--- config.mk ---
export PLATFORM = sky130hd
export DESIGN_NAME = mem_copy_dma_flat
export DESIGN_NICKNAME = d
export VERILOG_FILES = /design/src/rtl/dma_pkg.sv /design/src/rtl/ibex_data_bus.sv /design/src/rtl/mem_copy_dma.sv /design/src/flat_wrapper.sv
export SDC_FILE = /design/constraint.sdc
export NUM_CORES = 1
export LEC_CHECK = 0
export ABC_AREA = 1
export ABC_CLOCK_PERIOD_IN_PS = 2200
export CORE_MARGIN = 1.5
export CORE_UTILIZATION = 25
export CTS_CLUSTER_DIAMETER = 40
export DETAILED_ROUTE_END_ITERATION = 8
export HOLD_SLACK_MARGIN = 0.15
export SETUP_SLACK_MARGIN = 0.05
export SYNTH_ARGS = -nofsm -noshare
export SYNTH_HDL_FRONTEND = slang
export SYNTH_SLANG_ARGS = --single-unit
--- constraint.sdc ---
create_clock -name clk -period 2.2 [get_ports clk]
set_clock_uncertainty 0.1 [all_clocks]
set_input_delay 0.44 -clock clk [delete_from_list [all_inputs] [get_ports clk]]
set_output_delay 0.44 -clock clk [all_outputs]
set_load 0.005 [all_outputs]
--- src/rtl/dma_pkg.sv ---
// Shared definitions for the memory-copy DMA.
//   dma_state_e : copy engine FSM states
//   WORD_BYTES  : address stride between consecutive 32-bit words
package dma_pkg;

   typedef enum logic [2:0] {
      IDLE    = 3'd0,
      RD_REQ  = 3'd1,
      RD_WAIT = 3'd2,
      WR_REQ  = 3'd3,
      WR_WAIT = 3'd4,
      FINISH  = 3'd5
   } dma_state_e;

   localparam logic [31:0] WORD_BYTES = 32'd4;

endpackage

--- src/rtl/ibex_data_bus.sv ---
// Ibex-style data bus bundle.
//   master : drives req/addr/we/be/wdata, receives gnt/rvalid/rdata/err
//   slave  : the responder side
// Handshake: a request is accepted on the rising edge where req=1 and gnt=1;
// addr/we/be/wdata hold while req=1 and gnt=0. The response (rvalid, with
// rdata for reads and err for both) arrives in a later cycle.
interface ibex_data_bus;

   logic        req;
   logic        gnt;
   logic        rvalid;
   logic [31:0] addr;
   logic        we;
   logic [3:0]  be;
   logic [31:0] wdata;
   logic [31:0] rdata;
   logic        err;

   modport master (
      output req, addr, we, be, wdata,
      input  gnt, rvalid, rdata, err
   );

   modport slave (
      input  req, addr, we, be, wdata,
      output gnt, rvalid, rdata, err
   );

endinterface

--- src/rtl/mem_copy_dma.sv ---
// Word-by-word memory copy engine on an Ibex-style data bus.
// Each word is read from the source, buffered, then written to the
// destination; only one bus transaction is ever outstanding.
// Ports:
//   clk, rst_n      : clock, asynchronous active-low reset
//   start           : single-cycle copy request (ignored while busy)
//   src_addr        : source byte address (low two bits dropped)
//   dst_addr        : destination byte address (low two bits dropped)
//   len_words       : number of 32-bit words; 0 completes immediately
//   busy            : high in every state except IDLE
//   done            : one-cycle pulse when a copy ends (normally or on error)
//   error           : sticky bus-error flag, cleared by the next accepted start
//   error_addr      : byte address of the access that returned err
//   data_bus        : bus initiator
module mem_copy_dma
   import dma_pkg::*;
#(
   parameter int LEN_WIDTH = 16
) (
   input  logic                 clk,
   input  logic                 rst_n,
   input  logic                 start,
   input  logic [31:0]          src_addr,
   input  logic [31:0]          dst_addr,
   input  logic [LEN_WIDTH-1:0] len_words,
   output logic                 busy,
   output logic                 done,
   output logic                 error,
   output logic [31:0]          error_addr,
   ibex_data_bus.master         data_bus
);

   dma_state_e           state_q, state_d;
   logic [31:0]          src_q, src_d;
   logic [31:0]          dst_q, dst_d;
   logic [LEN_WIDTH-1:0] cnt_q, cnt_d;
   logic [31:0]          buf_q, buf_d;
   logic                 error_q, error_d;
   logic [31:0]          error_addr_q, error_addr_d;

   always_ff @(posedge clk or negedge rst_n) begin
      if (!rst_n) begin
         state_q      <= IDLE;
         src_q        <= '0;
         dst_q        <= '0;
         cnt_q        <= '0;
         buf_q        <= '0;
         error_q      <= 1'b0;
         error_addr_q <= '0;
      end else begin
         state_q      <= state_d;
         src_q        <= src_d;
         dst_q        <= dst_d;
         cnt_q        <= cnt_d;
         buf_q        <= buf_d;
         error_q      <= error_d;
         error_addr_q <= error_addr_d;
      end
   end

   // Bus outputs are decoded from registered state only, so they cannot
   // change during a gnt stall and drop straight to 0 when reset asserts.
   always_comb begin
      state_d      = state_q;
      src_d        = src_q;
      dst_d        = dst_q;
      cnt_d        = cnt_q;
      buf_d        = buf_q;
      error_d      = error_q;
      error_addr_d = error_addr_q;

      data_bus.req   = 1'b0;
      data_bus.we    = 1'b0;
      data_bus.be    = 4'h0;
      data_bus.addr  = '0;
      data_bus.wdata = buf_q;

      unique case (state_q)
         IDLE: begin
            if (start) begin
               error_d = 1'b0;
               if (len_words != '0) begin
                  src_d   = {src_addr[31:2], 2'b00};
                  dst_d   = {dst_addr[31:2], 2'b00};
                  cnt_d   = len_words;
                  state_d = RD_REQ;
               end else begin
                  state_d = FINISH;
               end
            end
         end

         RD_REQ: begin
            data_bus.req  = 1'b1;
            data_bus.be   = 4'hF;
            data_bus.addr = src_q;
            if (data_bus.gnt) state_d = RD_WAIT;
         end

         RD_WAIT: begin
            if (data_bus.rvalid) begin
               if (data_bus.err) begin
                  error_d      = 1'b1;
                  error_addr_d = src_q;
                  state_d      = FINISH;
               end else begin
                  buf_d   = data_bus.rdata;
                  state_d = WR_REQ;
               end
            end
         end

         WR_REQ: begin
            data_bus.req  = 1'b1;
            data_bus.we   = 1'b1;
            data_bus.be   = 4'hF;
            data_bus.addr = dst_q;
            if (data_bus.gnt) state_d = WR_WAIT;
         end

         WR_WAIT: begin
            if (data_bus.rvalid) begin
               if (data_bus.err) begin
                  error_d      = 1'b1;
                  error_addr_d = dst_q;
                  state_d      = FINISH;
               end else begin
                  // Pointers wrap naturally at 2^32.
                  src_d   = src_q + WORD_BYTES;
                  dst_d   = dst_q + WORD_BYTES;
                  cnt_d   = cnt_q - LEN_WIDTH'(1);
                  state_d = (cnt_q == LEN_WIDTH'(1)) ? FINISH : RD_REQ;
               end
            end
         end

         FINISH: begin
            state_d = IDLE;
         end

         default: begin
            state_d = IDLE;
         end
      endcase
   end

   assign busy       = (state_q != IDLE);
   assign done       = (state_q == FINISH);
   assign error      = error_q;
   assign error_addr = error_addr_q;

endmodule

--- src/flat_wrapper.sv ---
// flat-port wrapper written by rule: the top's interface ports become plain ports
module mem_copy_dma_flat import dma_pkg::*;
#(
   parameter int LEN_WIDTH = 16
)
  (clk, rst_n, start, src_addr, dst_addr, len_words, busy, done, error, error_addr, data_bus_req, data_bus_addr, data_bus_we, data_bus_be, data_bus_wdata, data_bus_gnt, data_bus_rvalid, data_bus_rdata, data_bus_err);
  ibex_data_bus data_bus_i ();
  input  logic clk;
  input  logic rst_n;
  input  logic start;
  input  logic [31:0] src_addr;
  input  logic [31:0] dst_addr;
  input  logic [LEN_WIDTH-1:0] len_words;
  output logic busy;
  output logic done;
  output logic error;
  output logic [31:0] error_addr;
  output wire logic [$bits(data_bus_i.req)-1:0] data_bus_req;
  output wire logic [$bits(data_bus_i.addr)-1:0] data_bus_addr;
  output wire logic [$bits(data_bus_i.we)-1:0] data_bus_we;
  output wire logic [$bits(data_bus_i.be)-1:0] data_bus_be;
  output wire logic [$bits(data_bus_i.wdata)-1:0] data_bus_wdata;
  input wire logic [$bits(data_bus_i.gnt)-1:0] data_bus_gnt;
  input wire logic [$bits(data_bus_i.rvalid)-1:0] data_bus_rvalid;
  input wire logic [$bits(data_bus_i.rdata)-1:0] data_bus_rdata;
  input wire logic [$bits(data_bus_i.err)-1:0] data_bus_err;
  assign data_bus_req = data_bus_i.req;
  assign data_bus_addr = data_bus_i.addr;
  assign data_bus_we = data_bus_i.we;
  assign data_bus_be = data_bus_i.be;
  assign data_bus_wdata = data_bus_i.wdata;
  assign data_bus_i.gnt = data_bus_gnt;
  assign data_bus_i.rvalid = data_bus_rvalid;
  assign data_bus_i.rdata = data_bus_rdata;
  assign data_bus_i.err = data_bus_err;
  mem_copy_dma #(.LEN_WIDTH(LEN_WIDTH)) u_core (.clk(clk), .rst_n(rst_n), .start(start), .src_addr(src_addr), .dst_addr(dst_addr), .len_words(len_words), .busy(busy), .done(done), .error(error), .error_addr(error_addr), .data_bus(data_bus_i));
endmodule
* Word-level counts from Yosys, hierarchy flattened
Cells that the tools add are included.
** Word-level totals
- Logic and storage cells :: 79
- Bits of input ports :: 118
- Output and inout bits :: 105
- Flip-flop bits (word level) :: 148
** Cells by class
- Reductions and logical operators :: 13
- Bitwise logic cells :: 1
- Mux-type cells :: 38
- $add $sub $neg :: 3
- Eq/ne operators :: 17
** Operators by type and width (number)
- 32-bit two-way mux :: 12
- 32-bit one-hot mux with 2 select lines :: 4
- 32-bit by 3-bit adder with 32-bit output, second input constant :: 2
- 16-bit two-way mux :: 4
- 16-bit one-hot mux with 2 select lines :: 1
- 3-bit two-way mux :: 9
- 16-bit by 1-bit == test with 1-bit output, second input constant :: 1
- 2-bit inequality test, second input constant :: 8
- 16-bit nonzero test :: 1
- 16-bit by 1-bit subtractor with 16-bit output, second input constant :: 1
- 3-bit one-hot mux with 5 select lines :: 1
- 5-bit AND reduction :: 3
- 3-bit by 2-bit == test with 1-bit output, second input constant :: 2
- 3-bit == test, second input constant :: 2
- 2-bit by 1-bit inequality test with 1-bit output, second input constant :: 3
- 2-bit nonzero test :: 3
- 1-bit two-way mux :: 5
- 4-bit two-way mux :: 1
- 4-bit AND reduction :: 1
- 2-bit OR reduction :: 2
- 3-bit by 1-bit == test with 1-bit output, second input constant :: 1
- 3-bit zero test :: 1
- 3-bit AND reduction :: 1
- 3-bit nonzero test :: 1
- 2 further kinds :: 2

* Depth between registers and ports, before layout
Gate-level depths: netlist of run 1.
- Word-level depth :: 5
- Gate-level depth with buffers :: 11
- Gate-level depth less buffers :: 10

* Least setup slack after synthesis of run 1
No wires, ideal clock.
- Path kind :: reg2out
- Start :: reg u_core.state_q[2]
- End :: out data_bus_addr[21]
- Arrival :: 1.309 ns
- Buffers on the path :: 2
- Cell stages (with the launch flop) :: 6
- Path slack :: 0.351 ns
- Cells stage by stage :: dfrtp_1 -> nor3_2 -> inv_1 -> buf_2 -> buf_1 -> o22ai_1
** Between the ends
- Cells in the longest elaborated chain, start to end :: 2
** RTL lines
- start, declared :: line mem_copy_dma.sv:33 : dma_state_e state_q, state_d;
- start signal, assigned :: line mem_copy_dma.sv:51 : state_q <= state_d;
- 3-bit by 2-bit == test with 1-bit output or 3-bit by 1-bit == test with 1-bit output (tied branches) :: line mem_copy_dma.sv:78 : unique case (state_q)
- 32-bit one-hot mux with 2 select lines (*) :: line mem_copy_dma.sv:78
- end, declared :: line flat_wrapper.sv:19 : output wire logic [$bits(data_bus_i.addr)-1:0] data_bus_addr;
Every way passes the cells marked *; elsewhere a longest branch is shown, timed or not.

* Final worst setup path of run 1
- Start :: reg u_core.state_q[2]
- End :: out data_bus_addr[19]
The elaborated chain is that of the path after synthesis.

==> results.md, run 1 <==
- The number of H-tree levels is 4.
- The maximum clock frequency is 421 MHz.
- The final worst setup slack is -0.177 ns.
- Dividing the synthesized area by the synthesized cell count gives 7.20 sq um.
- The sequential area share after synthesis is 40.3%.
- The class of the most critical hold timing path is reg2reg.
- Clock tree synthesis inserted a total of 17 buffers.
- The signal on the critical path passes through nor3_4 > inv_4 > buf_16 > o22ai_2 > clkdlybuf4s15_2.
- The share of the clock period used by the worst path after layout is 108%.
- The combinational family with the most area after synthesis is simple AND/OR/NAND/NOR gates.
- STA classifies the critical path startpoint as a flip-flop.
- The via count of the first global-routing pass is slightly below 9,000.
- Measured along the y axis, the die boundary spans 191 um.
- In the routed design, unresolved DRC markers number 0.
- The clock root buffer is sky130_fd_sc_hd__clkbuf_16.
- The minimum hold slack is just under 0.4 ns.
- The weighted congestion at the end of routability-driven global placement is 0.930.
- The routed wire length on met3 is 1780 um.
- Fill cells in the final layout number 3,583.
- Counting cells, the worst reg-to-reg path comes to 11.
- The worst-case setup slack after placement is -0.155 ns.
- The area of the core is 34,800 sq um.
- Yosys mapped a number of flops with a built-in enable equal to 0.
- From synthesis to final layout, the design area changed by 45.8%.
- Setup repair after global routing could not meet its margin everywhere.
- The clock transition at the register clock pins on the worst setup and hold paths after CTS is 0.06 ns.
- Setup violations remaining at the end of the flow were counted as 29.
- Counting distinct cell types in the post-synthesis netlist gives 41.
- The width of the chip is 191 um.
- The pin count of the biggest net entering global routing is 80.
- In this run the top signal layer used is met4.
- STA puts the critical path data arrival time at 1.84 ns.
- The largest individual stage delay along the critical path comes from the cell sky130_fd_sc_hd__dfrtp_2.
- The number of register bits inferred by synthesis is roughly 140.
- The areal power density over the cells is 1300 nW/um^2.
- The maximum cell stage delay along the critical path is 0.44 ns.
- The detailed-router iteration count before antenna repair is 5.
- Once detailed placement completed, the half-perimeter wirelength came to between 20,000 and 25,000 um.
- The kind of end point of the critical path is an output pin.
- The largest fanout on the critical path is 14.
- The worst max-slew margin expressed relative to the limit is 65.9%.
- The count of yosys warnings during synthesis is 0.
- The length of routed wiring on met1 is 15,300 um.
- Summing all non-filler instances in the final layout gives an area of 13,000 sq um.
- The total power is 16,900 uW.
- Leaving out fill and tap cells, the most frequent cell in the layout is sky130_fd_sc_hd__nand2_1.
- The initial utilization of the core area, before any placement, comes to 25.5%.
- Row generation in the floorplan step produced 68 rows.
- The number of antenna violations at the first check in global routing is 1.
- The count of port buffers added during placement is 216.
- The primary flip-flop cell chosen by synthesis mapping is sky130_fd_sc_hd__dfrtp_1.
- The tree built by TritonCTS fans out to 143 sinks.
- The top cell types in the final layout, fill and taps aside, are sky130_fd_sc_hd__nand2_1 (285), sky130_fd_sc_hd__nor2_1 (218), sky130_fd_sc_hd__clkdlybuf4s50_1 (177).
- The total standard cell area after synthesis is 8880 sq um.
- The first-pass GRT wire length is roughly 50,000 um.
- The overall fraction of global-route tracks in use is 17.8%.
- The leakage power of the design is ~0.0058 uW.
- The maximum buffer depth of the clock tree is 2.
- The initial detailed-routing violation count is 725.
- The average detailed-routed wire length per instance is 16.8 um.
- The total overflow left after global routing is 0.
- The synthesized netlist devotes 1.28% of its cell area to XOR and XNOR gates.
- The post-synthesis compound-gate area fraction is 11.7%.
- At the end of the flow, the number of nets in the layout was 1,606.
- Summed over all layers, the routed wires come to 32,800 um.
- Data on the critical path is required at its endpoint by 1.66 ns.
- The final critical delay including setup and external delays is ~2.4 ns.
- The share of layout cells above drive strength 1 is 15.2%.
- The worst setup path is of the reg2out kind.
- After detailed routing, the number of vias per cell comes to 4.72.
- The final route contains ~9,200 vias.
- The detailed route wirelength on metal2 is between 15,000 and 20,000 um.
- The checks that failed: setup timing.
- IR analysis of the VDD net gives a maximum drop of around 0.55 mV.
- The number of standard cells after synthesis is 1,233.
- The storage element area is 3580 sq um.
- The setup TNS after final layout is -1.96 ns.
- The simple-gate area share of the yosys netlist is between 20 and 30%.
- The area used by multi-input combinational logic is roughly 4800 sq um.
- The number of endpoints with negative hold slack in the final report is 0.
- The clock tree from TritonCTS is yes.
- The floorplan step defined a die boundary enclosing around 37,000 sq um.
- The number of primary I/O pins is 223.
- After detailed placement, the total cell area comes to 12,000 sq um.
- The fraction of registers with async set or reset after synthesis is 100%.
- The adder and majority gate portion of the synthesized area is 0.563%.
- Counting instances, the worst hold path has a depth of 2.
- After synthesis, the share of cell area in mux cells is 7.35%.
- The later pin in the worst-skew pair is clocked with a latency of about 0.44 ns.
- The tool flagged a number of max-cap violations equal to 0.
- The final-report max-slew violation count was 0.
- The run finished, with violations left.
- The detail route stage leaves a number of antenna-violating nets equal to 0.
- The transition time of the tightest slew-check pin is 0.511 ns.
==> layout make-up <==
cell class / instances / share of cell area [%]
flip-flops and latches: 143 / 27.6
clock inverters: 13 / 1.46
multi-input cells: 907 / 37.3
diodes: 1 / 0.0193
repair buffers: 292 / 22.2
inverters: 123 / 3.62
clock buffers: 19 / 3.34
well taps: 455 / 4.40
==> stage by stage <==
stage,cells,utilization (%)
5_1_grt,1953,37.2
3_3_place_gp,1912,34.4
4_1_cts,1951,37.0
2_1_floorplan,1234,-
3_5_place_dp,1912,34.4
6_report,1953,37.2
==> registers in the layout (all words and copies together), names as in the netlist <==
| signal | cells |
|---|---|
| u_core.data_bus.wdata | 32 |
| u_core.error_addr | 31 |
| u_core.src_q | 30 |
| u_core.error | 1 |
| u_core.state_q | 3 |
| u_core.cnt_q | 16 |
| u_core.dst_q | 30 |
==> cell families after synthesis <==
family / count (synthesis)
fa+ha+maj: 4
flops: 143
simple gates: 644
buf+inv: 184
xor+xnor: 13
other cells: 1
mux: 58
compound gates: 186
==> where the power goes <==
group          switching, uW  total [uW]  leakage, uW  internal [uW]
Sequential              1110        4990      0.00173           3890
Combinational           4670        8770      0.00372           4100
Clock                   1210        3120     0.000298           1900
Total                   6990       16900      0.00576           9890
==> repair_timing <==
action | 4_1_cts | 5_1_grt
cloned | 3 | 2
resized for setup | 179 | 15
hold buffers | 1 | 0
pin swaps | 2 | 2
hold endpoints to repair | 41 | 0
buffers inserted | 3 | 0
endpoints found under the setup margin | 38 | 67
==> worst paths after layout <==
| check | startpoint | slack [ns] | endpoint |
|---|---|---|---|
| setup / recovery | u_core.state_q[2] | -0.18 | data_bus_addr[19] |
| hold / removal | u_core.error_addr[11] | 0.39 | u_core.error_addr[11] |
| setup reg to reg | u_core.state_q[1] | 0.17 | u_core.dst_q[19] |
| hold reg to reg | u_core.error_addr[11] | 0.39 | u_core.error_addr[11] |
| max in group asynchronous | rst_n | 0.93 | u_core.data_bus.wdata[4] |
| min in group asynchronous | rst_n | 0.46 | u_core.data_bus.wdata[20] |
==> critical path: cells and delay by family (launching register included) <==
kind | cells | cell delay (ns)
buffers and inverters | 3 | 0.56
DFF | 1 | 0.44
and+or+nand+nor | 1 | 0.26
AOI/OAI and AO/OA | 1 | 0.14
==> routing by layer <==
layer,track usage (%),vias to the layer above
met5,0,-
met4,5.83,0
met3,2.70,42
met2,27.6,309
met1,25.3,4367
li1,-,4496
==> cells in the mapped netlist (2+ instances only) <==
cell type / instances / area [sq um]
sky130_fd_sc_hd__inv_1: 119 / 447
sky130_fd_sc_hd__o21bai_1: 15 / 113
sky130_fd_sc_hd__buf_2: 28 / 140
sky130_fd_sc_hd__buf_4: 16 / 120
sky130_fd_sc_hd__nor2_2: 2 / 12.5
sky130_fd_sc_hd__a21oi_1: 21 / 105
sky130_fd_sc_hd__xor2_1: 10 / 87.6
sky130_fd_sc_hd__mux2_2: 38 / 428
sky130_fd_sc_hd__o22ai_1: 31 / 194
sky130_fd_sc_hd__nand2_1: 285 / 1070
sky130_fd_sc_hd__nand2_2: 3 / 18.8
sky130_fd_sc_hd__clkbuf_1: 10 / 37.5
sky130_fd_sc_hd__o211ai_1: 6 / 45.0
sky130_fd_sc_hd__dfrtp_1: 143 / 3580
sky130_fd_sc_hd__o21ai_1: 15 / 75.1
sky130_fd_sc_hd__xnor2_1: 3 / 26.3
sky130_fd_sc_hd__buf_6: 2 / 22.5
sky130_fd_sc_hd__nor3_1: 13 / 65.1
sky130_fd_sc_hd__buf_1: 4 / 15.0
sky130_fd_sc_hd__nand4_1: 14 / 87.6
sky130_fd_sc_hd__mux2_1: 20 / 225
sky130_fd_sc_hd__ha_1: 4 / 50.1
sky130_fd_sc_hd__nand3_1: 94 / 470
sky130_fd_sc_hd__a31oi_1: 2 / 12.5
sky130_fd_sc_hd__inv_2: 3 / 11.3
sky130_fd_sc_hd__nor2_1: 224 / 841
sky130_fd_sc_hd__or2_2: 3 / 18.8
sky130_fd_sc_hd__o21ai_0: 92 / 460
Note: power is estimated with default switching activity, not from simulation.
==> inputs of run 2 (changes only) <==
ABC_CLOCK_PERIOD_IN_PS = 2900   (was 2200)
CELL_PAD_IN_SITES_DETAIL_PLACEMENT = 2   (was not set)
CELL_PAD_IN_SITES_GLOBAL_PLACEMENT = 2   (was not set)
DONT_BUFFER_PORTS = 1   (was not set)
PLACE_DENSITY_LB_ADDON = 0.1   (was not set)
clock period = 2.9 ns   (was 2.2 ns; I/O delays follow)
==> results.md, run 2 (synthesis gave the netlist of run 1 again) <==
- The run finished, with violations left.
- The checks that failed: hold timing.
- The residual overflow from global routing is 0 (unchanged).
- The combinational share of power came to 42.9% (-9.0 points).
- The width of the chip was 191 um (unchanged).
- For this run, the top clock speed supported by timing is between 300 and 400 MHz.
- The class of the most critical hold timing path is in2async.
- The standard-cell row count is 68 (unchanged).
- The largest fanout on the critical path was 29 (+15).
- The detailed-router iteration count before antenna repair is 4 (-1).
- The smallest clock period supported by the final layout is computed as ~2.8 ns.
- The reported max-cap violation count came to 0 (unchanged).
- The average detailed-routed wire length per instance is 20.7 um (+23%).
- The total power was 10,600 uW (-37%).
- The setup TNS after final layout was 0 ns (+1.96 ns).
- The total of fill cells in the finished design is 4,110 (+15%).
- The switching part of the total power is 45.9% (+4.5 points).
- The via count of the first global-routing pass is 9,137 (+3.3%).
- The initial detailed-routing violation count is 423 (-42%).
- The leakage power of the design was 0.00461 uW (-20%).
- The worst voltage drop across the vdd grid is 0.450 mV (-19%).
- The worst endpoint required time is 2.22 ns (+0.56 ns).
- The number of endpoints with negative hold slack in the final report is 143 (+143).
- The share of the clock period used by the worst path after layout is 96.6%.
- The placed wire-length estimate after detailed placement came to 26,300 um (+8.3%).
- The clock latency of the later-clocked register in the worst-skew pair is 0.45 ns (about the same).
- The first-pass GRT wire length is 54,700 um (+9.2%).
- The number of primary I/O pins is 223 (unchanged).
- The cell-internal power is 5750 uW (-42%).
- From synthesis to final layout, the design area changed by 14.4%.
- Setup repair after global routing could not meet its margin everywhere.
- The routed wire length is 35,500 um (+8.2%).
- The share of layout cells above drive strength 1 is 10.6% (-4.6 points).
- The number of vias per cell is 4.88 (+3.4%).
- The transition time of the tightest slew-check pin was 0.589 ns (+0.0781 ns).
- The post-place instance area is 9540 sq um (-20%).
- The startpoint-to-endpoint class of the critical path is reg2out.
- The areal power density over the cells is 1050 nW/um^2 (-20%).
- The number of setup violations in the final report is 0 (-100%).
- The worst max-slew margin expressed relative to the limit is 60.7% (-5.2 points).
- The total number of vias is 8,368 (-9.2%).
- The sequential group share of total power came to 37.1% (+7.5 points).
- The reported net switching power is 4880 uW (-30%).
- The number of antenna violations at the first check in global routing is 0 (-1).
- The initial cell density of the core is 25.5% (unchanged).
- The number of sinks on the clock net is 143 (unchanged).
- The minimum hold slack is -0.265 ns (-0.654 ns).
- The maximum buffer depth of the clock tree was 2 (unchanged).
- The pin count of the biggest net entering global routing came to 144 (+80%).
- The count of port buffers added during placement is 0 (-100%).
- The number of H-tree levels is 4 (unchanged).
- The die extent in y is 191 um (unchanged).
- The area of the core is 34,800 sq um (unchanged).
- The number of flip-flops in the largest register was 32 (unchanged).
- Clock tree synthesis selected as its root buffer the cell sky130_fd_sc_hd__clkbuf_16.
- The overall fraction of global-route tracks in use is 19.9% (+2.1 points).
- The worst setup path is captured at an output pin.
- The weighted congestion at the end of routability-driven global placement is 0.760 (-18%).
- The final-report max-slew violation count is 0 (unchanged).
- The number of nets in the layout is 1,368 (-15%).
- The share of power burned in the clock network is 20.0% (+1.5 points).
- The area of all placed cells without fillers is 10,200 sq um (-22%).
- Leaving out fill and tap cells, the most frequent cells in the layout are sky130_fd_sc_hd__nand2_1 (285), sky130_fd_sc_hd__nor2_1 (224), sky130_fd_sc_hd__dfrtp_1 (143).
- The number of buffers inserted by post-CTS setup repair is 0 (-3).
- TritonCTS built the clock tree.
- The number of buffers inserted for hold repair after clock tree synthesis is 7 (+6).
- The TritonCTS buffer count came to 17 (unchanged).
- The worst setup path is launched from a flip-flop.
- Leaving out fill and tap cells, the most frequent cell in the layout is sky130_fd_sc_hd__nand2_1.
- The number of design rule violations left after detail routing was 0 (unchanged).
- The die footprint is 36,700 sq um (unchanged).
- The number of nets with antenna violations after detailed routing is 0 (unchanged).
- The clock transition at the register clock pins on the worst setup and hold paths after CTS is 0.07 ns (about the same).
- The data arrival time of the critical path came to 2.12 ns (+0.28 ns).
run 2: cell types whose count changed in the layout (fill, tap and decap cells not counted), moves of 6 or more:
cell                              previous run  this run
sky130_fd_sc_hd__buf_4                      56        42
sky130_fd_sc_hd__buf_12                     13         5
sky130_fd_sc_hd__o22ai_4                    16         0
sky130_fd_sc_hd__clkdlybuf4s50_1           177         0
sky130_fd_sc_hd__dlygate4sd3_1               1         7
sky130_fd_sc_hd__nor2_1                    218       224
sky130_fd_sc_hd__o22ai_2                     7         0
sky130_fd_sc_hd__o22ai_1                     8        31
sky130_fd_sc_hd__buf_2                      27         0
run 2: area by class of cell:
class | instances | area, sq um | area share, %
Antenna cell | 1 | 2.50 | 0.0246
Clock buffer | 18 | 439 | 4.32
Clock inverter | 14 | 108 | 1.06
Inverter | 123 | 464 | 4.57
Multi-Input combinational cell | 907 | 4520 | 44.4
Sequential cell | 143 | 3580 | 35.2
Tap cell | 455 | 569 | 5.60
Timing Repair Buffer | 54 | 485 | 4.78
run 2: worst paths after layout:
check	cells after the start	endpoint	start	slack (ns)
max reg2reg	10	u_core.dst_q[20]	u_core.dst_q[3]	0.68
min reg2reg	2	u_core.src_q[31]	u_core.src_q[31]	0.42
max in group asynchronous	0	u_core.src_q[29]	rst_n	2.68
min in group clk	1	u_core.data_bus.wdata[11]	data_bus_rdata[11]	0.18
max	5	data_bus_addr[13]	u_core.state_q[2]	0.1
min	0	u_core.error_addr[7]	rst_n	-0.27
run 2: what timing repair did:
action	CTS	global route
gates resized for setup	0	1
endpoints found under the hold margin	150	143
setup endpoints to repair	5	7
run 2: power groups by stage:
| stage | clock network [uW] | registers, uW | logic (uW) |
|---|---|---|---|
| finish | 2130 | 3940 | 4560 |
| global route | 2270 | 4120 | 5160 |
| CTS | 2220 | 3980 | 4640 |
| detailed placement | 0 | 4000 | 4600 |
| global placement | 0 | 3980 | 4490 |
| floorplan | 0 | 3620 | 3050 |
run 2: critical path: stages, from the launching register on:
cell and delay (ns):
sky130_fd_sc_hd__dfrtp_1 0.52, sky130_fd_sc_hd__nor3_4 0.29, sky130_fd_sc_hd__inv_1 0.07, sky130_fd_sc_hd__buf_4 0.27
sky130_fd_sc_hd__o22ai_1 0.33, sky130_fd_sc_hd__buf_4 0.18
run 2: metrics by stage:
stage | util [%] | instances | hold WS, ns | worst slack [ns]
6_report | 29.2 | 1715 | -0.265 | 0.0974
5_1_grt | 29.2 | 1714 | -0.299 | 0.0129
4_1_cts | 29.2 | 1714 | -0.298 | 0.0294
3_5_place_dp | 27.4 | 1675 | 0.196 | 0.534
3_3_place_gp | 27.4 | 1675 | 0.190 | 0.503
2_1_floorplan | - | 1234 | 0.184 | 0.911
run 2: layer usage:
metal	routed length, um	vias to the layer above	part of all wire [%]	track usage (%)
met5	0	-	0	0
met4	255	0	0.72	3.73
met3	1480	16	4.2	4.19
met2	16600	146	47	32.3
met1	17200	4190	48	27.3
li1	-	4016	-	-
